===== src/rtl/model_ddr_packer.sv =====
// model_ddr_packer
// Packs the 16-bit SD model-sector write stream into MEM_DW-wide words,
// buffers them in a small FIFO and writes them sequentially to a req/ack
// memory port starting at base_addr. The input has no backpressure: when
// every slot is taken the packed word is dropped and overflow is flagged.
// The word currently presented on the memory port keeps its FIFO slot until
// it is acked, so at most FIFO_DEPTH words are held in total.
module model_ddr_packer #(
    parameter int IN_DW      = 16,
    parameter int MEM_DW     = 128,
    parameter int ADDR_W     = 28,
    parameter int FIFO_DEPTH = 16
) (
    input  logic              clk,
    input  logic              rst_n,
    input  logic              start,
    input  logic [ADDR_W-1:0] base_addr,
    input  logic              in_en,
    input  logic [IN_DW-1:0]  in_data,
    input  logic              in_last,
    output logic              mem_wr_req,
    output logic [ADDR_W-1:0] mem_wr_addr,
    output logic [MEM_DW-1:0] mem_wr_data,
    input  logic              mem_wr_ack,
    output logic              busy,
    output logic              done,
    output logic              overflow,
    output logic [31:0]       words_written
);

    localparam int LANES  = MEM_DW / IN_DW;
    localparam int LANE_W = (LANES > 1) ? $clog2(LANES) : 1;
    localparam int PTR_W  = (FIFO_DEPTH > 1) ? $clog2(FIFO_DEPTH) : 1;
    localparam int CNT_W  = PTR_W + 1;
    localparam logic [LANE_W-1:0] LAST_LANE = LANE_W'(LANES - 1);
    localparam logic [CNT_W-1:0]  FULL_CNT  = CNT_W'(FIFO_DEPTH);
    localparam logic [ADDR_W-1:0] ADDR_STEP = ADDR_W'(MEM_DW / 8);

    typedef enum logic [0:0] {
        W_IDLE = 1'b0,
        W_REQ  = 1'b1
    } wstate_t;

    // Input side
    logic              in_open;
    logic              active;
    logic [LANE_W-1:0] lane;
    logic [MEM_DW-1:0] pack_buf;
    logic [MEM_DW-1:0] word_next;
    logic              beat_take;
    logic              push;
    logic              push_ok;
    logic              drop;

    // FIFO
    logic [MEM_DW-1:0] fifo_data [FIFO_DEPTH];
    logic              fifo_last [FIFO_DEPTH];
    logic [PTR_W-1:0]  wr_ptr;
    logic [PTR_W-1:0]  rd_ptr;
    logic [CNT_W-1:0]  fifo_cnt;
    logic [CNT_W-1:0]  occupancy;
    logic              fifo_empty;
    logic              slots_full;

    // Writer
    wstate_t           state;
    wstate_t           state_nx;
    logic              pop;
    logic              ack_take;
    logic              req_last;
    logic [ADDR_W-1:0] next_addr;

    // start always wins over a beat arriving in the same cycle
    assign beat_take  = in_en && in_open && !start;
    assign push       = beat_take && ((lane == LAST_LANE) || in_last);
    assign fifo_empty = (fifo_cnt == '0);
    assign occupancy  = fifo_cnt + {{(CNT_W-1){1'b0}}, (state == W_REQ)};
    assign slots_full = (occupancy == FULL_CNT);
    assign ack_take   = (state == W_REQ) && mem_wr_ack && !start;
    // an ack in the same cycle frees the in-flight slot, so the push still fits
    assign push_ok    = push && (!slots_full || ack_take);
    assign drop       = push && slots_full && !ack_take;

    assign mem_wr_req = (state == W_REQ);
    assign busy       = active && !done;

    // Merge the incoming beat into its lane; unfilled upper lanes stay zero
    always_comb begin
        word_next = pack_buf;
        word_next[int'(lane)*IN_DW +: IN_DW] = in_data;
    end

    // Lane counter, partial-word buffer and input arming
    always_ff @(posedge clk or negedge rst_n) begin
        if (!rst_n) begin
            in_open  <= 1'b0;
            lane     <= '0;
            pack_buf <= '0;
        end else if (start) begin
            in_open  <= 1'b1;
            lane     <= '0;
            pack_buf <= '0;
        end else if (beat_take) begin
            if (push) begin
                lane     <= '0;
                pack_buf <= '0;
                if (in_last) begin
                    in_open <= 1'b0;
                end
            end else begin
                lane     <= lane + LANE_W'(1);
                pack_buf <= word_next;
            end
        end
    end

    // FIFO storage (contents need no reset; pointers and count gate all reads)
    always_ff @(posedge clk) begin
        if (push_ok) begin
            fifo_data[wr_ptr] <= word_next;
            fifo_last[wr_ptr] <= in_last;
        end
    end

    // FIFO pointers and word count; start flushes everything
    always_ff @(posedge clk or negedge rst_n) begin
        if (!rst_n) begin
            wr_ptr   <= '0;
            rd_ptr   <= '0;
            fifo_cnt <= '0;
        end else if (start) begin
            wr_ptr   <= '0;
            rd_ptr   <= '0;
            fifo_cnt <= '0;
        end else begin
            if (push_ok) begin
                wr_ptr <= wr_ptr + PTR_W'(1);
            end
            if (pop) begin
                rd_ptr <= rd_ptr + PTR_W'(1);
            end
            case ({push_ok, pop})
                2'b10:   fifo_cnt <= fifo_cnt + CNT_W'(1);
                2'b01:   fifo_cnt <= fifo_cnt - CNT_W'(1);
                default: fifo_cnt <= fifo_cnt;
            endcase
        end
    end

    // Writer state register
    always_ff @(posedge clk or negedge rst_n) begin
        if (!rst_n) begin
            state <= W_IDLE;
        end else begin
            state <= state_nx;
        end
    end

    // Writer next state and FIFO pop; acked words chain back-to-back
    always_comb begin
        state_nx = state;
        pop      = 1'b0;
        if (start) begin
            state_nx = W_IDLE;
        end else begin
            case (state)
                W_IDLE: begin
                    if (!fifo_empty) begin
                        pop      = 1'b1;
                        state_nx = W_REQ;
                    end
                end
                W_REQ: begin
                    if (mem_wr_ack) begin
                        if (req_last) begin
                            state_nx = W_IDLE;
                        end else if (!fifo_empty) begin
                            pop = 1'b1;
                        end else begin
                            state_nx = W_IDLE;
                        end
                    end
                end
                default: state_nx = W_IDLE;
            endcase
        end
    end

    // Memory port registers, address/count bookkeeping and sticky flags
    always_ff @(posedge clk or negedge rst_n) begin
        if (!rst_n) begin
            mem_wr_addr   <= '0;
            mem_wr_data   <= '0;
            req_last      <= 1'b0;
            next_addr     <= '0;
            words_written <= '0;
            done          <= 1'b0;
            overflow      <= 1'b0;
            active        <= 1'b0;
        end else if (start) begin
            req_last      <= 1'b0;
            next_addr     <= base_addr;
            words_written <= '0;
            done          <= 1'b0;
            overflow      <= 1'b0;
            active        <= 1'b1;
        end else begin
            if (pop) begin
                mem_wr_data <= fifo_data[rd_ptr];
                req_last    <= fifo_last[rd_ptr];
                mem_wr_addr <= next_addr;
                next_addr   <= next_addr + ADDR_STEP;
            end
            if (ack_take) begin
                words_written <= words_written + 32'd1;
                if (req_last) begin
                    done <= 1'b1;
                end
            end
            if (drop) begin
                overflow <= 1'b1;
            end
        end
    end

endmodule

===== config.mk =====
export PLATFORM = sky130hd
export DESIGN_NAME = model_ddr_packer
export DESIGN_NICKNAME = d
export VERILOG_FILES = /design/src/rtl/model_ddr_packer.sv
export SDC_FILE = /design/constraint.sdc
export NUM_CORES = 2
export LEC_CHECK = 0
export CORE_MARGIN = 2
export CORE_UTILIZATION = 57
export DETAILED_ROUTE_END_ITERATION = 10
export DONT_BUFFER_PORTS = 1
export PLACE_DENSITY = 0.75
export SLEW_MARGIN = 10
export SYNTH_ARGS = -nofsm -noshare
export SYNTH_HDL_FRONTEND = slang
export SYNTH_SLANG_ARGS = --single-unit
export TNS_END_PERCENT = 30

===== constraint.sdc =====
create_clock -name clk -period 5.55 [get_ports clk]
set_input_delay 1.3875 -clock clk [delete_from_list [all_inputs] [get_ports clk]]
set_output_delay 1.3875 -clock clk [all_outputs]
set_load 0.02 [all_outputs]

==> results by group <==
Worst setup path
  • RR Startpoint: lane[0]$_DFFE_PN0P_
  • Crit. Startpoint: lane[0]$_DFFE_PN0P_
  • CP required: 6.04 ns
  • Worst r2r dst: fifo_data[7][99]$_DFFE_PP_
  • CP Class: flop to flop
  • Critical path peak fanout: 31
  • Crit start category: flop
  • Critical path capture point type: flop
  • R2R Setup Slk: about 1.3 ns
  • WP data arrival: between 4 and 5 ns
  • Worst Setup EP: fifo_data[7][99]$_DFFE_PP_
  • Worst Reg2Reg Path Length in Cells: 8

Clock network
  • Setup Buffers After CTS: 0
  • CTS max path bufs: 3
  • Sinks on Clock Net: about 2400
  • CTS tree: built
  • Clk_lat worst skew: approximately 0.88 ns
  • Clk slew on worst S/H paths: approximately 0.06 ns
  • Root buf cell: clkbuf_16
  • Clock buffer count from CTS: 224
  • Post-CTS Hold Fix Bufs: 0
  • Post_cts resized: 0
  • H-tree depth: 4

Synthesis
  • Post-synth EDFFs: 2064
  • Share of the synthesized area in the top cell type: ~66%
  • Most common flop cell mapped by yosys: edfxtp_1
  • Synth area leaders: edfxtp_1, mux4_2, dfrtp_1
  • Most common cell in the netlist: edfxtp_1
  • Post-Syn Nets: approximately 4700
  • Post-synth top cells: edfxtp_1, nand2_1, mux4_2, dfrtp_1, o21ai_0
  • Gate Count Post-Synth: ~4600
  • Netlist cell types: 60
  • Average cell area after synthesis: about 20 sq um
  • Mapped Area: 93700 sq um
  • Seq/Total Area, Yosys: between 70% and 80%
  • Async SR Flop Fraction: about 15%
  • Synth Warn #: 0
  • Yosys reg bits: about 2400
  • Yosys top cell by area: edfxtp_1

Global routing
  • First-pass GRT wire length: between 300 and 400 mm
  • All-Layer GR Usage: approximately 27%
  • Largest net degree at the start of global routing: between 300 and 400
  • Global route overflow: 0
  • Antenna violations before repair: 7
  • Number of global-route vias before repair: around 48000

Drt
  • Drt pass-1 iters: 5
  • DR vias/cell: ~6.6
  • Iter 0 DRT Violations: around 6200
  • Residual DRC: 0
  • Total number of vias: about 47000
  • Final ANT Viol Nets: 0
  • Routed Wire Length: 225 mm
  • Drt wl/cell: 31.4 um

Placed design
  • Dpl cells: approximately 6700
  • Hpwl dp: 120 mm
  • IO buf count: 0
  • Placer Congestion: 0.801

Cells and area
  • Area grow syn2layout: 12.0%
  • Fill count: 10400
  • Final layout net count: roughly 4800
  • Share of cells above drive strength 1: 25.6%
  • Post-route non-filler standard cell count: around 7000

Timing
  • Final min period: 4.30 ns
  • Pins over their slew limit: 0
  • RSZ-0062 raised after global routing: false
  • Final Setup Violations: 0
  • Tightest Pin Transition: ~1.3 ns
  • Fin crit share: between 70 and 80%
  • Hold Vio Cnt, Final: 0
  • Final Skew: 0.0328 ns
  • Fmax: 233 MHz
  • Slew headroom: approximately an eighth

Floorplanning
  • Die Y: slightly above 400 um
  • Chip width: roughly 400 um
  • Die area: 168000 sq um
  • # rows: about 150
  • Core footprint: roughly 160000 sq um
  • Top Ports: around 240
  • Initial core utilization: between 50 and 60%

Power
  • Total power: 44.0 mW
  • Power Dens Cells: approximately 420 nW/um^2
  • LEAKAGE: roughly 36 nW
  • Peak VDD IR: around 0.31 mV

Outcome
  • Status: completed

Min path
  • Worst hold path type: primary input to asynchronous set/reset pin

Job
  • Max_cap viols: 0
-- area by class of cell --
class	count	area (sq um)	area share [%]
antenna	3	7.51	0.00716
clock buffer	267	5940	5.66
clock inverter	161	1450	1.38
inverter	19	71.3	0.0680
multi-input combinational	1904	21400	20.4
sequential	2430	71200	67.8
tap	2175	2720	2.59
timing repair buffer	198	2160	2.06
-- power breakdown --
group | switching (mW) | internal, mW
Combinational | 3.50 | 3.33
Sequential | 1.43 | 20.3
Clock | 6.81 | 8.63
-- critical path, cell delays in order (launching register included) --
cell and delay, ns:
dfrtp_1 0.51, ha_1 0.25, ha_1 0.39, nor2_1 0.14, nor3_1 0.53, nand2_1 0.29
nor3b_1 0.52, and2_4 0.69, buf_4 0.54
-- per-stage QoR --
| step | TNS, ns | utilization (%) | worst slack [ns] | hold slack, ns | instance area, sq um |
|---|---|---|---|---|---|
| 4_1_cts | 0 | 64.4 | 1.35 | 0.163 | 105000 |
| 3_3_place_gp | 0 | 59.8 | 1.22 | 0.442 | 97500 |
| 6_report | 0 | 64.4 | 1.25 | 0.228 | 105000 |
| 2_1_floorplan | -571.42 | - | -0.453 | 0.428 | 93700 |
| 3_5_place_dp | 0 | 59.8 | 1.18 | 0.446 | 97500 |
| 5_1_grt | 0 | 64.4 | 0.998 | 0.185 | 105000 |
-- layer usage --
layer	vias up	GRT usage, %	part of all wire [%]
li1	19000	-	-
met1	24800	38.1	38
met2	2802	43.9	49
met3	370	5.85	10
met4	8	8.04	2.7
met5	-	0	0.027
-- layout by cell type (no fill, tap or decap), drive strengths merged, types with 9 or more instances in the layout --
cell type	netlist	routed
and3	14	14
clkbuf	122	267
bufinv	0	21
nand3	23	23
and4	10	10
edfxtp	2064	2064
mux4	639	639
clkinvlp	0	24
or3	11	11
buf	148	198
dfrtp	366	366
a22o	100	100
inv	18	27
mux2	42	42
clkinv	1	108
ha	18	18
a32o	33	33
a21oi	17	17
nand2	662	662
and2	10	10
xor2	28	28
nand4	18	18
o21ai	150	150
xnor2	22	22
mux2i	9	9
nor2	50	50
-- worst min path at each step --
stage | startpoint | end | slack, ns
3_3_place_gp | active$_DFFE_PN0P_ | active$_DFFE_PN0P_ | 0.44
2_1_floorplan | active$_DFFE_PN0P_ | active$_DFFE_PN0P_ | 0.43
4_1_cts | rst_n | mem_wr_data[86]$_DFFE_PN0P_ | 0.16
6_report | rst_n | mem_wr_data[86]$_DFFE_PN0P_ | 0.23
3_5_place_dp | active$_DFFE_PN0P_ | active$_DFFE_PN0P_ | 0.45
5_1_grt | rst_n | mem_wr_data[86]$_DFFE_PN0P_ | 0.18
-- registers in the layout, summed over array words and instances (netlist names) --
register and flops:
pack_buf 128, req_last 1, done 1, wr_ptr 4, words_written 32, rd_ptr 4, overflow 1, next_addr 28
fifo_cnt 5, in_open 1, fifo_last 16, lane 3, active 1, mem_wr_addr 28, mem_wr_req 1, fifo_data 2048
mem_wr_data 128
-- cells by family (layout without fill, tap and decap cells) --
kind of cell | after synthesis | count (layout) | synth area share (%)
xor gates and xnor gates | 50 | 50 | 0.467
AOI/OAI and AO/OA | 320 | 320 | 2.37
DFF | 2430 | 2430 | 75.9
and+or+nand+nor | 825 | 825 | 3.67
adders and majority gates | 19 | 19 | 0.262
buffers and inverters | 289 | 645 | 1.37
muxes | 690 | 690 | 16.0
other | 0 | 3 | 0
Note: power is estimated with default switching activity, not from simulation.
